--- src/rtl/op_issue_queue_pkg.sv ---
// Shared decoded-op definitions: opcode encodings, field layout and queue control states.
// Used by the decoder, the op issue queue and the issue stage.
package op_issue_queue_pkg;

  localparam int unsigned REG_W      = 5;
  localparam int unsigned FLAG_W     = 3;
  localparam int unsigned DEF_OP_W   = 5;
  localparam int unsigned DEF_IMM_W  = 32;

  typedef enum logic [DEF_OP_W-1:0] {
    OP_ADD   = 5'd0,
    OP_SUB   = 5'd1,
    OP_AND   = 5'd2,
    OP_OR    = 5'd3,
    OP_XOR   = 5'd4,
    OP_SLL   = 5'd5,
    OP_SRL   = 5'd6,
    OP_SRA   = 5'd7,
    OP_SLT   = 5'd8,
    OP_LUI   = 5'd9,
    OP_LD    = 5'd16,
    OP_ST    = 5'd17,
    OP_BEQ   = 5'd20,
    OP_BNE   = 5'd21,
    OP_JAL   = 5'd24,
    OP_JALR  = 5'd25,
    OP_FENCE = 5'd30
  } opcode_e;

  // Dequeue side is either running or held behind a serialising op.
  typedef enum logic [0:0] {
    ST_RUN     = 1'b0,
    ST_BLOCKED = 1'b1
  } block_state_e;

  // Stored entry: {op, rd, rs1, rs2, imm, branch, ls, use_imm}.
  function automatic int unsigned entry_w(input int unsigned op_w, input int unsigned imm_w);
    return op_w + 3 * REG_W + imm_w + FLAG_W;
  endfunction

endpackage

--- src/rtl/op_issue_queue_if.sv ---
// Decoder-to-issue handshake bundle: enqueue side from the decoder, dequeue side to issue.
// The queue connects through the slave modport, the decoder/issue pair through master.
interface op_issue_queue_if #(
  parameter int unsigned OP_W  = 5,
  parameter int unsigned IMM_W = 32
);
  import op_issue_queue_pkg::*;

  logic             enq_valid_in;
  logic             enq_ready_out;
  logic [OP_W-1:0]  enq_op_in;
  logic [REG_W-1:0] enq_rd_in;
  logic [REG_W-1:0] enq_rs1_in;
  logic [REG_W-1:0] enq_rs2_in;
  logic [IMM_W-1:0] enq_imm_in;
  logic             enq_branch_in;
  logic             enq_ls_in;
  logic             enq_use_imm_in;

  logic             deq_valid_out;
  logic             deq_ready_in;
  logic [OP_W-1:0]  deq_op_out;
  logic [REG_W-1:0] deq_rd_out;
  logic [REG_W-1:0] deq_rs1_out;
  logic [REG_W-1:0] deq_rs2_out;
  logic [IMM_W-1:0] deq_imm_out;
  logic             deq_branch_out;
  logic             deq_ls_out;
  logic             deq_use_imm_out;

  modport slave (
    input  enq_valid_in, enq_op_in, enq_rd_in, enq_rs1_in, enq_rs2_in, enq_imm_in,
    input  enq_branch_in, enq_ls_in, enq_use_imm_in, deq_ready_in,
    output enq_ready_out, deq_valid_out, deq_op_out, deq_rd_out, deq_rs1_out,
    output deq_rs2_out, deq_imm_out, deq_branch_out, deq_ls_out, deq_use_imm_out
  );

  modport master (
    output enq_valid_in, enq_op_in, enq_rd_in, enq_rs1_in, enq_rs2_in, enq_imm_in,
    output enq_branch_in, enq_ls_in, enq_use_imm_in, deq_ready_in,
    input  enq_ready_out, deq_valid_out, deq_op_out, deq_rd_out, deq_rs1_out,
    input  deq_rs2_out, deq_imm_out, deq_branch_out, deq_ls_out, deq_use_imm_out
  );

endinterface

--- src/rtl/op_queue_mem.sv ---
// Entry storage for the op issue queue: one write port, one asynchronous read port.
// Contents are not reset; validity is tracked by the queue's pointers and count.
module op_queue_mem #(
  parameter int unsigned DEPTH = 16,
  parameter int unsigned WIDTH = 55
) (
  input  logic                     clk_in,
  input  logic                     wr_en,
  input  logic [$clog2(DEPTH)-1:0] wr_addr,
  input  logic [WIDTH-1:0]         wr_data,
  input  logic [$clog2(DEPTH)-1:0] rd_addr,
  output logic [WIDTH-1:0]         rd_data
);

  logic [WIDTH-1:0] mem [DEPTH];

  always_ff @(posedge clk_in) begin
    if (wr_en) begin
      mem[wr_addr] <= wr_data;
    end
  end

  assign rd_data = mem[rd_addr];

endmodule

--- src/rtl/op_issue_queue.sv ---
// In-order decoded-op queue between decoder and issue stage, with flush, almost-full
// and a dequeue stall after a serialising op that holds until resume_in.
module op_issue_queue
  import op_issue_queue_pkg::*;
#(
  parameter int unsigned     DEPTH     = 16,
  parameter int unsigned     OP_W      = 5,
  parameter int unsigned     IMM_W     = 32,
  parameter logic [OP_W-1:0] SERIAL_OP = OP_W'(OP_JALR),
  parameter int unsigned     AF_MARGIN = 2
) (
  input  logic                   clk_in,
  input  logic                   rst_in,
  input  logic                   rdy_in,
  input  logic                   flush_in,
  input  logic                   resume_in,
  op_issue_queue_if.slave        q,
  output logic                   block_out,
  output logic                   full_out,
  output logic                   almost_full_out,
  output logic [$clog2(DEPTH):0] count_out
);

  localparam int unsigned PTR_W   = $clog2(DEPTH);
  localparam int unsigned COUNT_W = PTR_W + 1;
  localparam int unsigned ENTRY_W = entry_w(OP_W, IMM_W);

  block_state_e       state_q, state_d;
  logic [PTR_W-1:0]   front_q, rear_q;
  logic [COUNT_W-1:0] count_q;

  logic [ENTRY_W-1:0] wr_entry, rd_entry;
  logic [OP_W-1:0]    head_op;
  logic [REG_W-1:0]   head_rd, head_rs1, head_rs2;
  logic [IMM_W-1:0]   head_imm;
  logic               head_branch, head_ls, head_use_imm;

  logic full, deq_valid, enq_fire, deq_fire, serial_fire;

  // Handshake qualification; enq_ready depends on occupancy only.
  assign full        = (count_q == COUNT_W'(DEPTH));
  assign deq_valid   = (count_q != '0) && (state_q == ST_RUN);
  assign enq_fire    = rdy_in && q.enq_valid_in && !full;
  assign deq_fire    = rdy_in && deq_valid && q.deq_ready_in;
  assign serial_fire = deq_fire && (head_op == SERIAL_OP);

  assign wr_entry = {q.enq_op_in, q.enq_rd_in, q.enq_rs1_in, q.enq_rs2_in,
                     q.enq_imm_in, q.enq_branch_in, q.enq_ls_in, q.enq_use_imm_in};

  assign {head_op, head_rd, head_rs1, head_rs2,
          head_imm, head_branch, head_ls, head_use_imm} = rd_entry;

  op_queue_mem #(
    .DEPTH (DEPTH),
    .WIDTH (ENTRY_W)
  ) u_mem (
    .clk_in  (clk_in),
    .wr_en   (enq_fire && !flush_in),
    .wr_addr (rear_q),
    .wr_data (wr_entry),
    .rd_addr (front_q),
    .rd_data (rd_entry)
  );

  // Block state: a serialising dequeue stalls the head until resume; flush always clears.
  always_comb begin
    state_d = state_q;
    case (state_q)
      ST_RUN: begin
        if (serial_fire) begin
          state_d = ST_BLOCKED;
        end
      end
      ST_BLOCKED: begin
        if (rdy_in && resume_in) begin
          state_d = ST_RUN;
        end
      end
      default: state_d = ST_RUN;
    endcase
    if (flush_in) begin
      state_d = ST_RUN;
    end
  end

  always_ff @(posedge clk_in or negedge rst_in) begin
    if (!rst_in) begin
      state_q <= ST_RUN;
    end else begin
      state_q <= state_d;
    end
  end

  // Pointers wrap naturally at DEPTH; count is kept separately for exact full/empty.
  always_ff @(posedge clk_in or negedge rst_in) begin
    if (!rst_in) begin
      front_q <= '0;
      rear_q  <= '0;
      count_q <= '0;
    end else if (flush_in) begin
      front_q <= '0;
      rear_q  <= '0;
      count_q <= '0;
    end else begin
      if (enq_fire) begin
        rear_q <= rear_q + PTR_W'(1);
      end
      if (deq_fire) begin
        front_q <= front_q + PTR_W'(1);
      end
      count_q <= count_q + COUNT_W'(enq_fire) - COUNT_W'(deq_fire);
    end
  end

  assign q.enq_ready_out = !full;
  assign q.deq_valid_out = deq_valid;

  // Head fields are forced to zero whenever nothing is presented.
  assign q.deq_op_out      = deq_valid ? head_op      : '0;
  assign q.deq_rd_out      = deq_valid ? head_rd      : '0;
  assign q.deq_rs1_out     = deq_valid ? head_rs1     : '0;
  assign q.deq_rs2_out     = deq_valid ? head_rs2     : '0;
  assign q.deq_imm_out     = deq_valid ? head_imm     : '0;
  assign q.deq_branch_out  = deq_valid && head_branch;
  assign q.deq_ls_out      = deq_valid && head_ls;
  assign q.deq_use_imm_out = deq_valid && head_use_imm;

  assign block_out       = (state_q == ST_BLOCKED);
  assign full_out        = full;
  assign almost_full_out = (count_q >= COUNT_W'(DEPTH - AF_MARGIN));
  assign count_out       = count_q;

endmodule

--- src/flat_wrapper.sv ---
// flat-port wrapper written by rule: the top's interface ports become plain ports
module op_issue_queue_flat import op_issue_queue_pkg::*;
#(
  parameter int unsigned     DEPTH     = 16,
  parameter int unsigned     OP_W      = 5,
  parameter int unsigned     IMM_W     = 32,
  parameter logic [OP_W-1:0] SERIAL_OP = OP_W'(OP_JALR),
  parameter int unsigned     AF_MARGIN = 2
)
  (clk_in, rst_in, rdy_in, flush_in, resume_in, block_out, full_out, almost_full_out, count_out, q_enq_valid_in, q_enq_op_in, q_enq_rd_in, q_enq_rs1_in, q_enq_rs2_in, q_enq_imm_in, q_enq_branch_in, q_enq_ls_in, q_enq_use_imm_in, q_deq_ready_in, q_enq_ready_out, q_deq_valid_out, q_deq_op_out, q_deq_rd_out, q_deq_rs1_out, q_deq_rs2_out, q_deq_imm_out, q_deq_branch_out, q_deq_ls_out, q_deq_use_imm_out);
  op_issue_queue_if #(.OP_W(OP_W), .IMM_W(IMM_W)) q_i ();
  input  logic clk_in;
  input  logic rst_in;
  input  logic rdy_in;
  input  logic flush_in;
  input  logic resume_in;
  output logic block_out;
  output logic full_out;
  output logic almost_full_out;
  output logic [$clog2(DEPTH):0] count_out;
  input wire logic [$bits(q_i.enq_valid_in)-1:0] q_enq_valid_in;
  input wire logic [$bits(q_i.enq_op_in)-1:0] q_enq_op_in;
  input wire logic [$bits(q_i.enq_rd_in)-1:0] q_enq_rd_in;
  input wire logic [$bits(q_i.enq_rs1_in)-1:0] q_enq_rs1_in;
  input wire logic [$bits(q_i.enq_rs2_in)-1:0] q_enq_rs2_in;
  input wire logic [$bits(q_i.enq_imm_in)-1:0] q_enq_imm_in;
  input wire logic [$bits(q_i.enq_branch_in)-1:0] q_enq_branch_in;
  input wire logic [$bits(q_i.enq_ls_in)-1:0] q_enq_ls_in;
  input wire logic [$bits(q_i.enq_use_imm_in)-1:0] q_enq_use_imm_in;
  input wire logic [$bits(q_i.deq_ready_in)-1:0] q_deq_ready_in;
  output wire logic [$bits(q_i.enq_ready_out)-1:0] q_enq_ready_out;
  output wire logic [$bits(q_i.deq_valid_out)-1:0] q_deq_valid_out;
  output wire logic [$bits(q_i.deq_op_out)-1:0] q_deq_op_out;
  output wire logic [$bits(q_i.deq_rd_out)-1:0] q_deq_rd_out;
  output wire logic [$bits(q_i.deq_rs1_out)-1:0] q_deq_rs1_out;
  output wire logic [$bits(q_i.deq_rs2_out)-1:0] q_deq_rs2_out;
  output wire logic [$bits(q_i.deq_imm_out)-1:0] q_deq_imm_out;
  output wire logic [$bits(q_i.deq_branch_out)-1:0] q_deq_branch_out;
  output wire logic [$bits(q_i.deq_ls_out)-1:0] q_deq_ls_out;
  output wire logic [$bits(q_i.deq_use_imm_out)-1:0] q_deq_use_imm_out;
  assign q_i.enq_valid_in = q_enq_valid_in;
  assign q_i.enq_op_in = q_enq_op_in;
  assign q_i.enq_rd_in = q_enq_rd_in;
  assign q_i.enq_rs1_in = q_enq_rs1_in;
  assign q_i.enq_rs2_in = q_enq_rs2_in;
  assign q_i.enq_imm_in = q_enq_imm_in;
  assign q_i.enq_branch_in = q_enq_branch_in;
  assign q_i.enq_ls_in = q_enq_ls_in;
  assign q_i.enq_use_imm_in = q_enq_use_imm_in;
  assign q_i.deq_ready_in = q_deq_ready_in;
  assign q_enq_ready_out = q_i.enq_ready_out;
  assign q_deq_valid_out = q_i.deq_valid_out;
  assign q_deq_op_out = q_i.deq_op_out;
  assign q_deq_rd_out = q_i.deq_rd_out;
  assign q_deq_rs1_out = q_i.deq_rs1_out;
  assign q_deq_rs2_out = q_i.deq_rs2_out;
  assign q_deq_imm_out = q_i.deq_imm_out;
  assign q_deq_branch_out = q_i.deq_branch_out;
  assign q_deq_ls_out = q_i.deq_ls_out;
  assign q_deq_use_imm_out = q_i.deq_use_imm_out;
  op_issue_queue #(.DEPTH(DEPTH), .OP_W(OP_W), .IMM_W(IMM_W), .SERIAL_OP(SERIAL_OP), .AF_MARGIN(AF_MARGIN)) u_core (.clk_in(clk_in), .rst_in(rst_in), .rdy_in(rdy_in), .flush_in(flush_in), .resume_in(resume_in), .q(q_i), .block_out(block_out), .full_out(full_out), .almost_full_out(almost_full_out), .count_out(count_out));
endmodule
--- config.mk ---
export PLATFORM = sky130hd
export DESIGN_NAME = op_issue_queue_flat
export DESIGN_NICKNAME = d
export VERILOG_FILES = /design/src/rtl/op_issue_queue_pkg.sv /design/src/rtl/op_issue_queue_if.sv /design/src/rtl/op_queue_mem.sv /design/src/rtl/op_issue_queue.sv /design/src/flat_wrapper.sv
export SDC_FILE = /design/constraint.sdc
export NUM_CORES = 1
export LEC_CHECK = 0
export BUFFER_PORTS_ARGS = -buffer_cell sky130_fd_sc_hd__buf_2
export CORE_ASPECT_RATIO = 0.9
export CORE_MARGIN = 1.5
export CORE_UTILIZATION = 45
export DETAILED_ROUTE_END_ITERATION = 6
export GPL_TIMING_DRIVEN = 0
export SLEW_MARGIN = 15
export SYNTH_ARGS = -nofsm -noshare
export SYNTH_HDL_FRONTEND = slang
export SYNTH_SLANG_ARGS = --single-unit
--- constraint.sdc ---
create_clock -name clk_in -period 7.09 [get_ports clk_in]
set_input_delay 0.3545 -clock clk_in [delete_from_list [all_inputs] [get_ports clk_in]]
set_output_delay 0.3545 -clock clk_in [all_outputs]
set_load 0.005 [all_outputs]
==> metrics, run 1 <==
status finished clean; first-pass GRT wire length about 120000 µm; Syn. warnings 0; register-to-register setup slack 3.38 ns; TritonRoute pass-1 iters 5; asr flop ratio synth 1.57%; Final nets 1798; Clock Sinks a little under 900; CP arrival 3.76 ns; dominant cells by area after synthesis edfxtp_1 77%, mux4_2 17%, dfrtp_1 1.0%, and2_1 0.98%, ha_1 0.47%; Final period util 58.1%; CP startpoint u_core.front_q[1]; Hold Violations, Final 0; post-synthesis cell area 0.0343 mm²; Critical Path Sink Type output port; largest area contributor in the netlist edfxtp_1; Port Buffer Count 126; Pint 9.64 mW; Mean Syn Cell Area 24.1 µm²; die width just under 300 µm; H-Tree Depth 3; R2R cell count 12; crit-path max FO 10; Worst Tran Pin Value between 1 and 1.5 ns; Syn Inst Count 1424; antenna violations before repair 6; Num CTS Buffers 90; max-slew violations 0; vias in the first global route 16700; DP Cell Count 2646; # fillers ~5700; fmax 243 MHz; ys flop type edfxtp_1; Tot GR Track Use 21.4%; RePlAce Congestion 0.764; Min-Delay Endpoint u_core.u_mem.mem[9][47]; Comb pwr share 12.9%; #FFs+latches synth approximately 890; worst rel slew slack 29.3%; final instance area slightly above 0.04 mm²; num ports between 100 and 150; VDD IR max approximately 0.19 mV; CP startpoint kind register; switching power ~2.8 mW; Synth Net Count 1500; overall power 12.5 mW; RR Endpoint u_core.u_mem.mem[0][29]; hold depth 1; via-per-instance ratio 5.75; DP Area 0.0376 mm²; WHS 0.0937 ns; via count 16200; Yosys top cell area share 77.0%; FP Rows 95; Layout area overhead 18.8%; wire per inst 29.0 µm; Hold Path Class in -> reg; drc violations 0; leakage power 12.9 nW; Clock Latency Late Sink 0.63 ns; fin util between 50% and 60%; DRT iter0 DRCs 1741; Max-cap violations 0; RSZ-0062 raised after global routing false; Final setup viols 0; Initial Util 45.7%; die area 0.0779 mm²; EDFF count, synth 880; CP Class reg -> out; share of layout cells above drive strength 1 between 30% and 40%; Non-Filler Instances 2817; Layout Skew 0.0199 ns; most frequent cells after synthesis 880 x edfxtp_1, 265 x mux4_2, 54 x and2_1, 40 x clkbuf_1, 29 x nor2_1; total grt overflow 0; Yosys cell types 39; HP Start q_enq_rd_in[2]; Sw Share 22.7%; Req. time, crit path 6.74 ns; CTS Buffer Depth 3; DIE HEIGHT 265 µm; CTS tree built; largest net degree at the start of global routing 20; sequential fraction of the synthesis area between 70% and 80%; final WL 81700 µm; post-DP HPWL 52300 µm; Core ar. 0.0751 mm²; Final ANT Viol Nets 0; most common cell in the netlist edfxtp_1; PD cells 306 mW/mm²; Worst-path clk slew 0.06 ns; Clock Power Share approximately 40%; Final min period 4.12 ns; sequential share of power 47.1%; clock root buffer clkbuf_16; Critical R2R Launch u_core.count_out[2]
## sequential cells by signal, summed over array words and instances, names as in the netlist
name,flops
u_core.block_out,1
u_core.u_mem.mem,880
u_core.count_out,5
u_core.front_q,4
u_core.rear_q,4
## per-layer routing
metal	global-route usage [%]	vias up	part of all wire, %
met5	0	-	0.053
li1	-	6671	-
met2	33.3	641	47
met1	31.2	8742	43
met3	4.46	122	7.6
met4	5.18	8	2.0
## worst max path at each step
stage / endpoint / slack (ns) / cells after the start
final: q_deq_rs1_out[0] / 2.97 / 6
after floorplan: u_core.u_mem.mem[0][0] / 1.24 / 8
after CTS: q_deq_rs1_out[0] / 2.91 / 6
after detailed placement: u_core.u_mem.mem[0][32] / 3.44 / 12
after global placement: u_core.u_mem.mem[0][32] / -4.55 / 8
after global routing: q_deq_imm_out[24] / 2.85 / 6
## power by group through the flow
stage	Combinational [mW]	Sequential (mW)	Clock (mW)
2_1_floorplan	0.976	5.99	0
3_3_place_gp	1.60	5.99	0
3_5_place_dp	1.64	5.99	0
4_1_cts	1.65	5.87	5.06
5_1_grt	1.74	5.88	5.27
6_report	1.61	5.87	4.98
## timing repair
action | 4_1_cts | 5_1_grt
hold endpoints to repair | 15 | 0
hold buffers | 2 | 0
buffers inserted | 0 | 0
gates resized for setup | 0 | 0
## stage by stage
stage	TNS (ns)	worst slack, ns
after detailed placement	0	3.44
after global placement	-1541.45	-4.55
after CTS	0	2.91
final	0	2.97
after global routing	0	2.85
after floorplan	0	1.24
## placed cells by master, fill, tap and decap left out, types with 15 or more instances in the layout
cell / n
buf_16: 20
clkinv_2: 17
mux4_2: 265
buf_4: 27
nor2_1: 17
bufinv_16: 16
edfxtp_1: 880
buf_12: 18
clkbuf_16: 95
and2_1: 54
clkbuf_1: 51
buf_2: 149
buf_6: 19
clkinv_1: 15
## layout make-up
type	instances	area, µm²	share of cell area (%)
clock buffers	110	2440	5.99
flip-flops and latches	894	26800	65.7
plain buffers	71	333	0.816
diodes	3	7.51	0.0184
well taps	1018	1270	3.12
repair buffers	206	1920	4.71
inverters	13	48.8	0.120
multi-input cells	446	7280	17.9
clock inverters	56	684	1.68
## kinds of logic after synthesis
family                   share of synthesized area, %
XOR/XNOR                                        0.230
adder cells (fa/ha/maj)                         0.532
flip-flops                                       78.0
buffers and inverters                            1.10
multiplexers                                     17.7
AO/OA/AOI/OAI                                   0.543
AND/OR/NAND/NOR                                  1.88
## critical path, cell delays in order, from the launching register on
cell      delay [ns]
dfrtp_1         0.40
clkbuf_1        0.66
clkbuf_1        0.82
mux4_2          0.43
mux4_2          0.52
and2_1          0.18
buf_2           0.12
(Power assumes the default switching activity.)
==> run 2: changes to the inputs <==
- ABC_AREA: not set -> 1
- clock period: 7.09 -> 3.7 ns (I/O delays scaled with it)
==> run 2 against run 1 <==
Against the previous run:
- final area grew 3.8%
- worst setup slack worse by 3.0 ns
- area after synthesis is 2.6% higher
- sequential share of layout area is 2.4 points lower
- synthesized cell count grew 81%
- global-route usage is 7.9 points higher
- clock power grew 88%
- combinational power grew to 2.5 times the previous value
- largest power group unchanged
==> metrics, run 2 <==
dominant cells by area after synthesis edfxtp_1 75%, o21ai_0 5.8%, nor2_1 4.5%, o221ai_1 3.5%, nand2_1 1.5%; Yosys cell types 27; Core ar. 0.0777 mm²; Yosys top cell area share between 70 and 80%; register-to-register setup slack 0.28 ns; max-slew violations 0; largest net degree at the start of global routing 21; WP depth 10; EDFF count, synth 880; die area 0.0800 mm²; Post-Route Setup TNS 0 ns; via-per-instance ratio 6.10; DRT iter0 DRCs 3974; asr flop ratio synth around 1.6%; DP Area between 0.03 and 0.04 mm²; sequential fraction of the synthesis area 76.0%; Syn Inst Count about 2600; Largest stage delay, worst path 0.48 ns; status finished clean; Syn. warnings 0; Mean Syn Cell Area 13.7 µm²; worst path bufs/invs 6; post-synthesis cell area 0.0352 mm²; Clock Sinks 894; post-DP HPWL 78300 µm; RR Endpoint u_core.u_mem.mem[6][39]; share of layout cells above drive strength 1 15.1%; Final WS setup about 0.012 ns; Tot GR Track Use ~29%; Layout area overhead 20.1%; cell family with most CP delay buffers and inverters; CP startpoint kind register; first-pass GRT wire length 168000 µm; RSZ-0062 raised after global routing true; Ant. Diodes 0; CTS Buffer Depth 3; R2R cell count 10; critical path, cell by cell buf_6 -> buf_8 -> inv_6 -> buf_4 -> buf_2 -> o21ai_0 -> o22ai_1 -> o211ai_1 -> a21oi_1 -> buf_2; RePlAce Congestion between 0.8 and 0.9; leakage power 14.2 nW; most frequent CP cell buf_2; most frequent cells in the layout 880 x edfxtp_1, 419 x nor2_1, 410 x o21ai_0; WHS approximately 0.013 ns; antenna violations before repair 4; Max-cap violations 0; Most flops, register u_core.u_mem.mem; crit path max-delay cell type a21oi_1; most common cell in the netlist edfxtp_1; Layout Skew about 0.021 ns; clock root buffer clkbuf_16; final instance area roughly 0.042 mm²; VDD IR max 0.332 mV; wire per inst 29.3 µm; Hold Violations, Final 0; Min-Delay Endpoint u_core.rear_q[3]; Final ANT Viol Nets 0; Final setup viols 0; Final nets 3001; commonest non-fill, non-tap cell in the layout edfxtp_1; Critical Path Sink Type output port; Worst-path clk slew approximately 0.06 ns; CP Class reg -> out; Clock Latency Late Sink 0.66 ns; max reg flops 880; Hold Path Class in -> reg; die width 298 µm; crit-path max FO 10; num ports 127; CTS tree built; Final min period around 3.7 ns; PD cells 582 mW/mm²; via count 24700; HP Start q_enq_valid_in; ys flop type edfxtp_1; Worst Tran Pin Value 1.24 ns; drc violations 0; Critical R2R Launch u_core.count_out[2]; FP Rows 97; # fillers roughly 6300; Num CTS Buffers 93; fmax 271 MHz; vias in the first global route 23700; Initial Util 45.4%; CP arrival 3.50 ns; Final period util between 90% and 100%; H-Tree Depth 3; TritonRoute pass-1 iters 6; Req. time, crit path 3.51 ns; most frequent cells after synthesis 880 x edfxtp_1, 423 x nor2_1, 410 x o21ai_0, 140 x o221ai_1, 138 x nand2_1; Setup WS pre-CTS between 0.1 and 0.15 ns; Port Buffer Count 125; #FFs+latches synth 894; hold depth 4; final WL 119000 µm; Synth Net Count 2647; DIE HEIGHT 268 µm; largest area contributor in the netlist edfxtp_1; worst rel slew slack 17.3%; total grt overflow 0
-- run 2: changes by cell type in the layout (fill, tap and decap cells not counted), sizes merged, moves of 95 or more --
cell,delta
o221ai,+140
mux4,-265
nor2,+394
nand3,+95
nand2,+124
o21ai,+408
-- run 2: area by class of cell --
class,count,area (µm²),area share [%]
clock buffer,117,2480,5.86
clock inverter,57,556,1.31
buffer,187,941,2.22
sequential,894,26800,63.3
tap,1039,1300,3.07
timing repair buffer,260,2560,6.04
multi-input combinational,1423,7460,17.6
inverter,66,253,0.597
-- run 2: worst min-delay path, delay by kind of cell --
| kind | cells | cell delay [ns] |
|---|---|---|
| buffers and inverters | 1 | 0.09 |
| and+or+nand+nor | 3 | 0.34 |
-- run 2: metal layers --
layer / vias up / GRT usage, % / part of all wire [%]
met5: - / 0 / 0.022
met4: 6 / 10.6 / 3.3
met3: 230 / 7.65 / 13
met2: 1713 / 45.0 / 45
met1: 12300 / 40.5 / 39
li1: 10400 / - / -
-- run 2: worst max path at each step --
stage / to / startpoint
6_report: q_deq_rd_out[3] / u_core.front_q[0]
3_5_place_dp: u_core.u_mem.mem[14][41] / u_core.count_out[2]
2_1_floorplan: u_core.u_mem.mem[0][0] / u_core.count_out[2]
5_1_grt: q_deq_imm_out[22] / u_core.front_q[0]
4_1_cts: q_deq_imm_out[20] / u_core.front_q[2]
3_3_place_gp: u_core.u_mem.mem[8][13] / u_core.count_out[2]
-- run 2: power by group --
part / total (mW) / switching [mW] / internal [mW]
Combinational: 4.04 / 2.94 / 1.10
Sequential: 11.2 / 0.0449 / 11.2
Clock: 9.35 / 3.90 / 5.45
-- run 2: cells by family (layout without fill, tap and decap cells) --
family	after synthesis	in the layout	synth area share [%]
xor+xnor	1	1	0.0249
compound gates	735	735	12.6
buf+inv	254	687	3.29
flops	894	894	76.0
fa+ha+maj	14	14	0.519
simple gates	673	673	7.58
-- run 2: metrics by stage --
| stage | cells | power, mW | util (%) |
|---|---|---|---|
| global placement | 3735 | 15.3 | 48.0 |
| global route | 4043 | 25.3 | 54.5 |
| floorplan | 2571 | 13.3 | - |
| finish | 4043 | 24.6 | 54.5 |
| CTS | 4043 | 24.6 | 54.5 |
| detailed placement | 3809 | 15.4 | 49.8 |
-- run 2: timing repair --
action	4_1_cts	5_1_grt
buffers inserted	0	1
setup endpoints to repair	48	36
pin swaps	0	1
endpoints found under the hold margin	895	0
hold buffers	60	0
resized for setup	12	31
==> run 3: changes to the inputs <==
--- a/config.mk
+++ b/config.mk
@@ -8,9 +8,12 @@
 export ABC_AREA = 1
 export BUFFER_PORTS_ARGS = -buffer_cell sky130_fd_sc_hd__buf_2
+export CELL_PAD_IN_SITES_DETAIL_PLACEMENT = 2
+export CELL_PAD_IN_SITES_GLOBAL_PLACEMENT = 2
 export CORE_ASPECT_RATIO = 0.9
 export CORE_MARGIN = 1.5
-export CORE_UTILIZATION = 45
+export CORE_UTILIZATION = 40
 export DETAILED_ROUTE_END_ITERATION = 6
 export GPL_TIMING_DRIVEN = 0
+export PLACE_DENSITY_LB_ADDON = 0.1
 export SLEW_MARGIN = 15
 export SYNTH_ARGS = -nofsm -noshare
==> constraint.sdc (replaced) <==
create_clock -name clk_in -period 3.7 [get_ports clk_in]
set_input_delay 0.185 -clock clk_in [delete_from_list [all_inputs] [get_ports clk_in]]
set_output_delay 0.185 -clock clk_in [all_outputs]
set_load 0.02 [all_outputs]
==> run 3 against run 2 <==
Against the previous run:
- the flow now finishes with violations (design-rule violations, negative setup slack)
- worst setup slack got worse by 0.062 ns
- die area rose by 12%
- total power rose by 4.6%
- first-iteration DRC count fell by 25%
- fmax fell by 1.7%
- routed wire length rose by 25%
- sequential power barely moved
- worst hold slack improved by 0.017 ns
- combinational power rose by 19%
- via count rose by 4.7%
- critical path type unchanged
- critical endpoint is now q_deq_branch_out
- largest power group unchanged
==> metrics, run 3 (synthesized netlist as in run 2, its figures left out) <==
status finished, violations left; failing checks design-rule violations, negative setup slack; Comb pwr share about a fifth; Core ar. roughly 0.09 mm²; switching power 7.91 mW; Most flops, register u_core.u_mem.mem; die width 316 µm; Clock Sinks 894; antenna violations before repair 12; CP Class reg -> out; Worst Tran Pin Value 1.23 ns; H-Tree Depth 3; DRT iter0 DRCs approximately 3000; PD cells 600 mW/mm²; share of layout cells above drive strength 1 16.8%; Critical Path Sink Type output port; VDD IR max 0.386 mV; total grt overflow 0; R2R cell count 12; sequential share of power 43.7%; largest net degree at the start of global routing 20; Largest stage delay, worst path 0.41 ns; CP startpoint kind register; CTS Buffer Depth 3; Final period util 101%; leakage power about 15 nW; Hold Violations, Final 0; post-DP HPWL a little under 100000 µm; Layout area overhead 22.0%; hold depth 4; Hold Path Class in -> reg; critical path, cell by cell buf_6 -> buf_8 -> inv_6 -> buf_4 -> buf_2 -> nor2_1 -> o221ai_1 -> o211ai_1 -> a21oi_2 -> buf_2; Clock Power Share a little under two fifths; num ports 127; Layout Skew around 0.029 ns; FP Rows 103; Num CTS Buffers between 90 and 100; commonest non-fill, non-tap cell in the layout edfxtp_1; wire per inst 35.3 µm; Pint around 18 mW; Final WS setup -0.0497 ns; max reg flops 880; most frequent cells in the layout 880 x edfxtp_1, 419 x nor2_1, 409 x o21ai_0; Max-cap violations 0; Initial Util between 40% and 50%; Final setup viols 6; die area 0.0899 mm²; max-slew violations 0; crit path max-delay cell type dfrtp_1; clock root buffer clkbuf_16; via count about 26000; RePlAce Congestion about 0.8; fin util around half; CP startpoint u_core.front_q[0]; Final min period between 3 and 4 ns; Tot GR Track Use between 30 and 40%; Clock Latency Late Sink 0.68 ns; fmax approximately 270 MHz; worst rel slew slack 17.8%; first-pass GRT wire length 208000 µm; Req. time, crit path ~3.5 ns; Sw Share 30.7%; Worst-path clk slew 0.06 ns; Final ANT Viol Nets 0; final WL 148000 µm; TritonRoute pass-1 iters 7; vias in the first global route 27900; via-per-instance ratio 6.18; Critical R2R Launch u_core.count_out[2]; drc violations 16; most frequent CP cell buf_2; Port Buffer Count 125; CP arrival about 3.6 ns; crit-path max FO 11; DIE HEIGHT 285 µm; CTS tree built; Final nets around 3000; Post-Route Setup TNS -0.136 ns; HP Start rdy_in
==> run 3: final cells by class <==
type                            count  area [µm²]
Inverter                           66         253
Timing Repair Buffer              276        2900
Tap cell                         1155        1450
Multi-Input combinational cell   1423        7500
Fill cell                        8243       44500
Buffer                            187        1010
Antenna cell                        4        10.0
Clock inverter                     49         543
Clock buffer                      126        2520
Sequential cell                   894       26800
==> run 3: metrics by stage <==
step	hold slack, ns	power [mW]	instance area, µm²	instances	setup WS [ns]
finish	0.0305	25.8	43000	4180	-0.0497
CTS	0.000907	25.8	42900	4175	0.00911
detailed placement	0.119	16.1	39100	3940	0.128
floorplan	-0.111	13.7	35300	2571	-0.656
global placement	0.114	15.9	37400	3851	-4.35
global route	0.0811	26.4	43000	4176	-0.0221
==> run 3: worst max-delay path: cells and delay by family, from the launching register on <==
kind	cells	cell delay, ns
buf+inv	6	1.49
compound gates	3	0.87
flops	1	0.41
simple gates	1	0.09
==> run 3: metal layers <==
metal	wire (µm)	part of all wire, %	track usage, %
met1	59500	40	43.7
met2	70800	48	53.7
met3	11500	7.8	5.90
met4	5870	4.0	12.5
met5	71	0.048	0
==> run 3: what timing repair did <==
action                                  CTS  global route
hold buffers                             60             0
pin swaps                                 0             3
gates cloned                              0             0
endpoints found under the hold margin   896             0
endpoints found under the setup margin   55            28
gates resized for setup                  57            28
buffers inserted                          0             2
==> run 3: power by group through the flow <==
stage,registers [mW],clock network (mW),logic (mW)
6_report,11.3,9.71,4.81
3_3_place_gp,11.5,0,4.42
3_5_place_dp,11.5,0,4.62
4_1_cts,11.3,9.77,4.76
2_1_floorplan,11.5,0,2.26
5_1_grt,11.3,10.1,5.02
==> run 3: worst paths after layout <==
path                                            to  slack, ns
max in group asynchronous         u_core.block_out       2.54
setup reg to reg           u_core.u_mem.mem[5][20]       0.24
hold reg to reg                   u_core.block_out       0.58
hold / removal                    u_core.rear_q[3]       0.03
min in group asynchronous        u_core.front_q[3]       0.66
setup / recovery                  q_deq_branch_out      -0.05
